$ cat config.mk
export PLATFORM = sky130hd
export DESIGN_NAME = mem_arbiter
export DESIGN_NICKNAME = d
export VERILOG_FILES = /design/src/rtl/mem_arbiter.sv
export SDC_FILE = /design/constraint.sdc
export NUM_CORES = 1
export LEC_CHECK = 0
export CAP_MARGIN = 10
export CORE_AREA = 3 3 92 94
export CTS_CLUSTER_DIAMETER = 30
export CTS_CLUSTER_SIZE = 12
export DETAILED_ROUTE_END_ITERATION = 8
export DIE_AREA = 0 0 95 97
export GPL_ROUTABILITY_DRIVEN = 0
export GPL_TIMING_DRIVEN = 0
export PLACE_DENSITY = 0.76
export SLEW_MARGIN = 5
export SYNTH_ARGS = -nofsm -noshare
export SYNTH_HDL_FRONTEND = slang
export SYNTH_SLANG_ARGS = --single-unit
$ cat constraint.sdc
create_clock -name clk -period 2.43 [get_ports clk]
set_input_delay 0.3645 -clock clk [delete_from_list [all_inputs] [get_ports clk]]
set_output_delay 0.3645 -clock clk [all_outputs]
set_load 0.05 [all_outputs]
$ cat src/rtl/mem_arbiter.sv
// -----------------------------------------------------------------------------
// mem_arbiter
//   Two-port arbiter and access sequencer for the shared 16-bit unified memory.
//   Merges the instruction-fetch read port (i_*) and the data read/write port
//   (d_*) onto one memory port. Each granted access holds the memory port for
//   LATENCY cycles, then the grantee sees a one-cycle ack.
//
//   Optional feature macro: ARB_RR_EN
//     defined   -> round-robin arbitration on contention (pointer register)
//     undefined -> fixed priority, data port over fetch port (no pointer)
// -----------------------------------------------------------------------------
module mem_arbiter #(
  parameter int ADDR_WIDTH = 16,
  parameter int LATENCY    = 1
) (
  input  logic                  clk,
  input  logic                  rst_n,
  input  logic                  i_req,
  input  logic [ADDR_WIDTH-1:0] i_addr,
  output logic [15:0]           i_rdata,
  output logic                  i_ack,
  input  logic                  d_req,
  input  logic                  d_wr,
  input  logic [ADDR_WIDTH-1:0] d_addr,
  input  logic [15:0]           d_wdata,
  output logic [15:0]           d_rdata,
  output logic                  d_ack,
  output logic [ADDR_WIDTH-1:0] mem_addr,
  output logic                  mem_en,
  output logic                  mem_wr,
  output logic [15:0]           mem_wdata,
  input  logic [15:0]           mem_rdata,
  output logic                  busy
);

  // Countdown start value: LATENCY access cycles means cnt runs LATENCY-1..0.
  localparam logic [3:0] CNT_LOAD = 4'(LATENCY - 1);

  typedef enum logic [1:0] {
    ST_IDLE   = 2'd0,
    ST_ACCESS = 2'd1,
    ST_RESP   = 2'd2
  } state_t;

  state_t                state_q,     state_d;
  logic [3:0]            cnt_q,       cnt_d;
  // Only the word address is kept; bit 0 is forced to zero on the memory bus.
  logic [ADDR_WIDTH-2:0] addr_q,      addr_d;
  logic                  wr_q,        wr_d;
  logic [15:0]           wdata_q,     wdata_d;
  logic                  gnt_data_q,  gnt_data_d;   // 1 = data port owns the access
  logic [15:0]           i_rdata_q,   i_rdata_d;
  logic [15:0]           d_rdata_q,   d_rdata_d;
  logic                  i_ack_q,     i_ack_d;
  logic                  d_ack_q,     d_ack_d;

  logic                  req_any_s;
  logic                  grant_data_s;

  // Byte-select bits of the request addresses are not needed by a word memory.
  logic                  unused_addr_lsb_s;
  assign unused_addr_lsb_s = i_addr[0] ^ d_addr[0];

`ifdef ARB_RR_EN
  // 1 = fetch port was granted last, so the data port wins the next contention.
  logic                  last_i_q,    last_i_d;
`endif

  assign req_any_s = i_req | d_req;

  // Arbitration: pick the winner among the ports requesting in this IDLE cycle.
  always_comb begin
    grant_data_s = 1'b0;
`ifdef ARB_RR_EN
    if (i_req && d_req) begin
      grant_data_s = last_i_q;
    end else begin
      grant_data_s = d_req;
    end
`else
    grant_data_s = d_req;
`endif
  end

  // Next-state, latched request and response computation for the sequencer.
  always_comb begin
    state_d    = state_q;
    cnt_d      = cnt_q;
    addr_d     = addr_q;
    wr_d       = wr_q;
    wdata_d    = wdata_q;
    gnt_data_d = gnt_data_q;
    i_rdata_d  = i_rdata_q;
    d_rdata_d  = d_rdata_q;
    i_ack_d    = 1'b0;
    d_ack_d    = 1'b0;
`ifdef ARB_RR_EN
    last_i_d   = last_i_q;
`endif

    case (state_q)
      ST_IDLE: begin
        if (req_any_s) begin
          state_d    = ST_ACCESS;
          cnt_d      = CNT_LOAD;
          gnt_data_d = grant_data_s;
`ifdef ARB_RR_EN
          last_i_d   = ~grant_data_s;
`endif
          if (grant_data_s) begin
            addr_d  = d_addr[ADDR_WIDTH-1:1];
            wr_d    = d_wr;
            wdata_d = d_wdata;
          end else begin
            addr_d  = i_addr[ADDR_WIDTH-1:1];
            wr_d    = 1'b0;
            wdata_d = 16'h0000;
          end
        end else begin
          state_d = ST_IDLE;
        end
      end

      ST_ACCESS: begin
        if (cnt_q == 4'd0) begin
          // Last access cycle: read data is captured on the closing edge and
          // the ack is raised for the RESP cycle that follows.
          state_d = ST_RESP;
          if (gnt_data_q) begin
            d_ack_d = 1'b1;
            if (!wr_q) begin
              d_rdata_d = mem_rdata;
            end else begin
              d_rdata_d = d_rdata_q;
            end
          end else begin
            i_ack_d   = 1'b1;
            i_rdata_d = mem_rdata;
          end
        end else begin
          cnt_d = cnt_q - 4'd1;
        end
      end

      ST_RESP: begin
        state_d = ST_IDLE;
      end

      default: begin
        state_d = ST_IDLE;
        cnt_d   = 4'd0;
      end
    endcase
  end

  // Sequencer state, latched request and response registers.
  always_ff @(posedge clk or negedge rst_n) begin
    if (!rst_n) begin
      state_q    <= ST_IDLE;
      cnt_q      <= 4'd0;
      addr_q     <= {(ADDR_WIDTH-1){1'b0}};
      wr_q       <= 1'b0;
      wdata_q    <= 16'h0000;
      gnt_data_q <= 1'b0;
      i_rdata_q  <= 16'h0000;
      d_rdata_q  <= 16'h0000;
      i_ack_q    <= 1'b0;
      d_ack_q    <= 1'b0;
    end else begin
      state_q    <= state_d;
      cnt_q      <= cnt_d;
      addr_q     <= addr_d;
      wr_q       <= wr_d;
      wdata_q    <= wdata_d;
      gnt_data_q <= gnt_data_d;
      i_rdata_q  <= i_rdata_d;
      d_rdata_q  <= d_rdata_d;
      i_ack_q    <= i_ack_d;
      d_ack_q    <= d_ack_d;
    end
  end

`ifdef ARB_RR_EN
  // Round-robin pointer; reset to "fetch last" so the first contention goes to D.
  always_ff @(posedge clk or negedge rst_n) begin
    if (!rst_n) begin
      last_i_q <= 1'b1;
    end else begin
      last_i_q <= last_i_d;
    end
  end
`endif

  // Memory port decode: active only in ACCESS, write strobe on the final cycle.
  always_comb begin
    mem_en    = 1'b0;
    mem_wr    = 1'b0;
    mem_addr  = {ADDR_WIDTH{1'b0}};
    mem_wdata = 16'h0000;
    if (state_q == ST_ACCESS) begin
      mem_en    = 1'b1;
      mem_wr    = wr_q && (cnt_q == 4'd0);
      mem_addr  = {addr_q, 1'b0};
      mem_wdata = wdata_q;
    end else begin
      mem_en    = 1'b0;
      mem_wr    = 1'b0;
      mem_addr  = {ADDR_WIDTH{1'b0}};
      mem_wdata = 16'h0000;
    end
  end

  assign i_rdata = i_rdata_q;
  assign d_rdata = d_rdata_q;
  assign i_ack   = i_ack_q;
  assign d_ack   = d_ack_q;
  assign busy    = (state_q != ST_IDLE);

endmodule

==> flow_summary.ini <==
[critical_path]
crit_start = cnt_q[0]
path_class = reg -> out
critPathRequiredTime_ns = 2.07
r2r-start = cnt_q[0]
endpoint_kind = output port
reg2reg_slack_ns = 0.31
cp_max_fo = 5
worstSetupStartpointType = flop
arrival_ns = 1.92

[power]
power_frac_comb_pct = 57.9
swShare_pct = 45.4
p_total_w = 0.00745
seqPwrFrac_pct = 28.1
p_int_w = 0.00407
ir_drop_mv = 0.930
p_switching_w = 0.00338
power.density_nw_per_um2 = 1500
p_leak_nw = 2.16
pwr-share-clk_pct = 14.0

[logic_synthesis]
synth_compound_area_share_pct = 7.17
syn-mean-instance-area_um2 = 13.9
yosys_warnings = 0
synthMuxAreaShare_pct = 22.8
netlist_instances = 231
ys_ff_latch = 73
synth_cell_types = 31
syn_area_um2 = 3210
syn_nets = 302
yosys.area_share.adder_pct = 0.779
synth_xor_area_share_pct = 0
synth_top_family_by_area = multiplexers
synth_seq_area_share_pct = 56.9
yosys.area_share.simple_pct = 9.12

[final_layout]
postLayoutCoreUtil_pct = 64.3
fillerInstances = 602
drive_above_1_share_pct = 32.7
nets = 448
syn_to_final_growth_pct = 54.6
antennaDiodeCount = 0

[clock_network]
worstSkewPairLatency_ns = 0.34
h-tree-depth = 3
clkTransAtPathRegs_ns = 0.07
numCtsBuffers = 9
clock_path_buffers = 2
clockRootBuffer = clkbuf_8
postCtsSetupBuffers = 0
cts_sinks = 73
cts_tree = done

[floorplan]
ioPinCount = 138
fp.coreArea_um2 = 7730
dieArea_um2 = 9220
core.rowCount = 32
dieHeight_um = 97
die_x_um = 95
initial_core_util_pct = 41.6

[timing]
whs_ns = 0.499
post-route-period-util_pct = 93.8
fin_tns_setup_ns = 0
clock_skew_ns = 0.00857
tightest_slew_ns = 0.617
slew_violations = 0
rsz0062_at_grt = false
setup_viol = 0
timing.fmax_mhz = 439
hold_viol_final = 0
relSlewSlack_pct = 58.9
min_period_ns = 2.28

[run]
drv_cap = 0

[routing]
wl_per_cell_um = 16.2
route.detailed.drc = 0
drt-pass1-iter-count = 4
postRouteWirelength_um = 7850
num_vias = 2379
ant_nets = 0
drt-initial-drc-count = 95
routed_via_density = 4.92

[global_routing]
grt_pass1_wl_um = 12500
grt_pass1_vias = 2530
grt.total_usage_pct = 17.6
grt_max_degree = 38
antenna_found_initial = 0
grt-ovfl-total = 0

[worst_hold_path]
min_from = addr_q[10]
hold_path_class = reg -> reg

[run_status]
status = complete, no violations

[placed_design]
hpwl_um = 5860
io_buffer_count = 133
## worst max-delay path: stages (launching register included)
cell and delay [ns]:
dfrtp_1 0.38, inv_1 0.12, ha_1 0.17, nor3b_2 0.33, and3_1 0.21, clkdlybuf4s15_2 0.37
## layout make-up
| type | count | area (um2) | share of cell area, % |
|---|---|---|---|
| repair buffers | 135 | 1400 | 28.1 |
| clock inverters | 7 | 95.1 | 1.91 |
| flip-flops and latches | 73 | 1830 | 36.8 |
| multi-input cells | 139 | 1290 | 26.0 |
| well taps | 102 | 128 | 2.57 |
| clock buffers | 9 | 124 | 2.49 |
| plain buffers | 14 | 86.3 | 1.74 |
| inverters | 5 | 20.0 | 0.403 |
## kinds of logic after synthesis
logic type,count (synthesis)
adder cells (fa/ha/maj),2
multiplexers,62
other,1
AND/OR/NAND/NOR,46
AO/OA/AOI/OAI,28
buffers and inverters,19
flip-flops,73
## layer usage
layer / GRT usage [%] / part of all wire [%] / vias to the layer above
li1: - / - / 1107
met1: 21.3 / 41 / 1136
met2: 26.8 / 44 / 126
met3: 8.32 / 13 / 10
met4: 6.99 / 1.5 / 0
met5: 0 / 0 / -
## state kept, by name, summed over array words and instances, names as in the netlist
name / count
state_q: 2
i_ack: 1
i_rdata: 16
wr_q: 1
addr_q: 15
d_rdata: 16
gnt_data_q: 1
d_ack: 1
cnt_q: 4
wdata_q: 16
## final timing paths
path                                   end  cells after the start
worst max-delay path                mem_wr                      5
worst min-delay path            addr_q[10]                      1
worst max register to register  i_rdata[6]                      7
worst min register to register  addr_q[10]                      1
max in group asynchronous       wdata_q[2]                      3
min in group asynchronous        addr_q[2]                      2
## through the flow
| step | setup slack [ns] | instances | cell area, um2 |
|---|---|---|---|
| 6_report | 0.150 | 484 | 4970 |
| 5_1_grt | 0.0237 | 484 | 4970 |
| 4_1_cts | 0.0195 | 484 | 4960 |
| 3_5_place_dp | -0.170 | 467 | 4690 |
| 3_3_place_gp | -1.52 | 466 | 4670 |
| 2_1_floorplan | 0.236 | 231 | 3210 |
## cells in the final DEF (no fill, tap or decap), drive strengths merged, types with 2 or more instances in the layout
| cell | n |
|---|---|
| nor2 | 2 |
| o22ai | 2 |
| clkbuf | 16 |
| bufinv | 2 |
| ha | 2 |
| dlygate4sd2 | 2 |
| nand2b | 2 |
| a22o | 17 |
| and3 | 2 |
| a21o | 2 |
| clkdlybuf4s15 | 31 |
| or3 | 2 |
| clkinv | 5 |
| clkdlybuf4s50 | 99 |
| o21ai | 2 |
| o2bb2ai | 3 |
| dfrtp | 73 |
| buf | 9 |
| inv | 4 |
| nand2 | 2 |
| and2 | 32 |
| mux2 | 62 |
## power groups by stage
| stage | registers, W | clock network [W] | logic [W] |
|---|---|---|---|
| after floorplan | 0.00307 | 0 | 0.00198 |
| after global placement | 0.00208 | 0 | 0.00435 |
| after detailed placement | 0.00211 | 0 | 0.00439 |
| after CTS | 0.00210 | 0.00107 | 0.00436 |
| after global routing | 0.00217 | 0.00112 | 0.00455 |
| final | 0.00209 | 0.00104 | 0.00431 |
## cells in the mapped netlist (all sizes together)
cell type	n	share of area, %
conb	1	0.12
buf	7	1.8
nor2	2	0.23
a21o	2	0.47
o22ai	2	0.39
ha	2	0.78
a22o	17	4.6
o21ba	1	0.31
clkbuf	7	0.82
nand2	2	0.23
clkinv	1	0.12
dfrtp	73	57
nand2b	2	0.39
or3b	1	0.35
or3	2	0.39
nor4	1	0.19
inv	4	0.47
o21a	1	0.23
o2bb2ai	3	0.82
and2	32	6.2
mux2	62	23
and3	2	0.39
nor3b	1	0.23
nand4b	1	0.47
o21ai	2	0.31
## what timing repair did
action,in CTS,in global routing
endpoints found under the hold margin,36,0
hold buffers,1,0
resized for setup,100,1
endpoints found under the setup margin,33,29
Power figures use the tool's default switching activity.
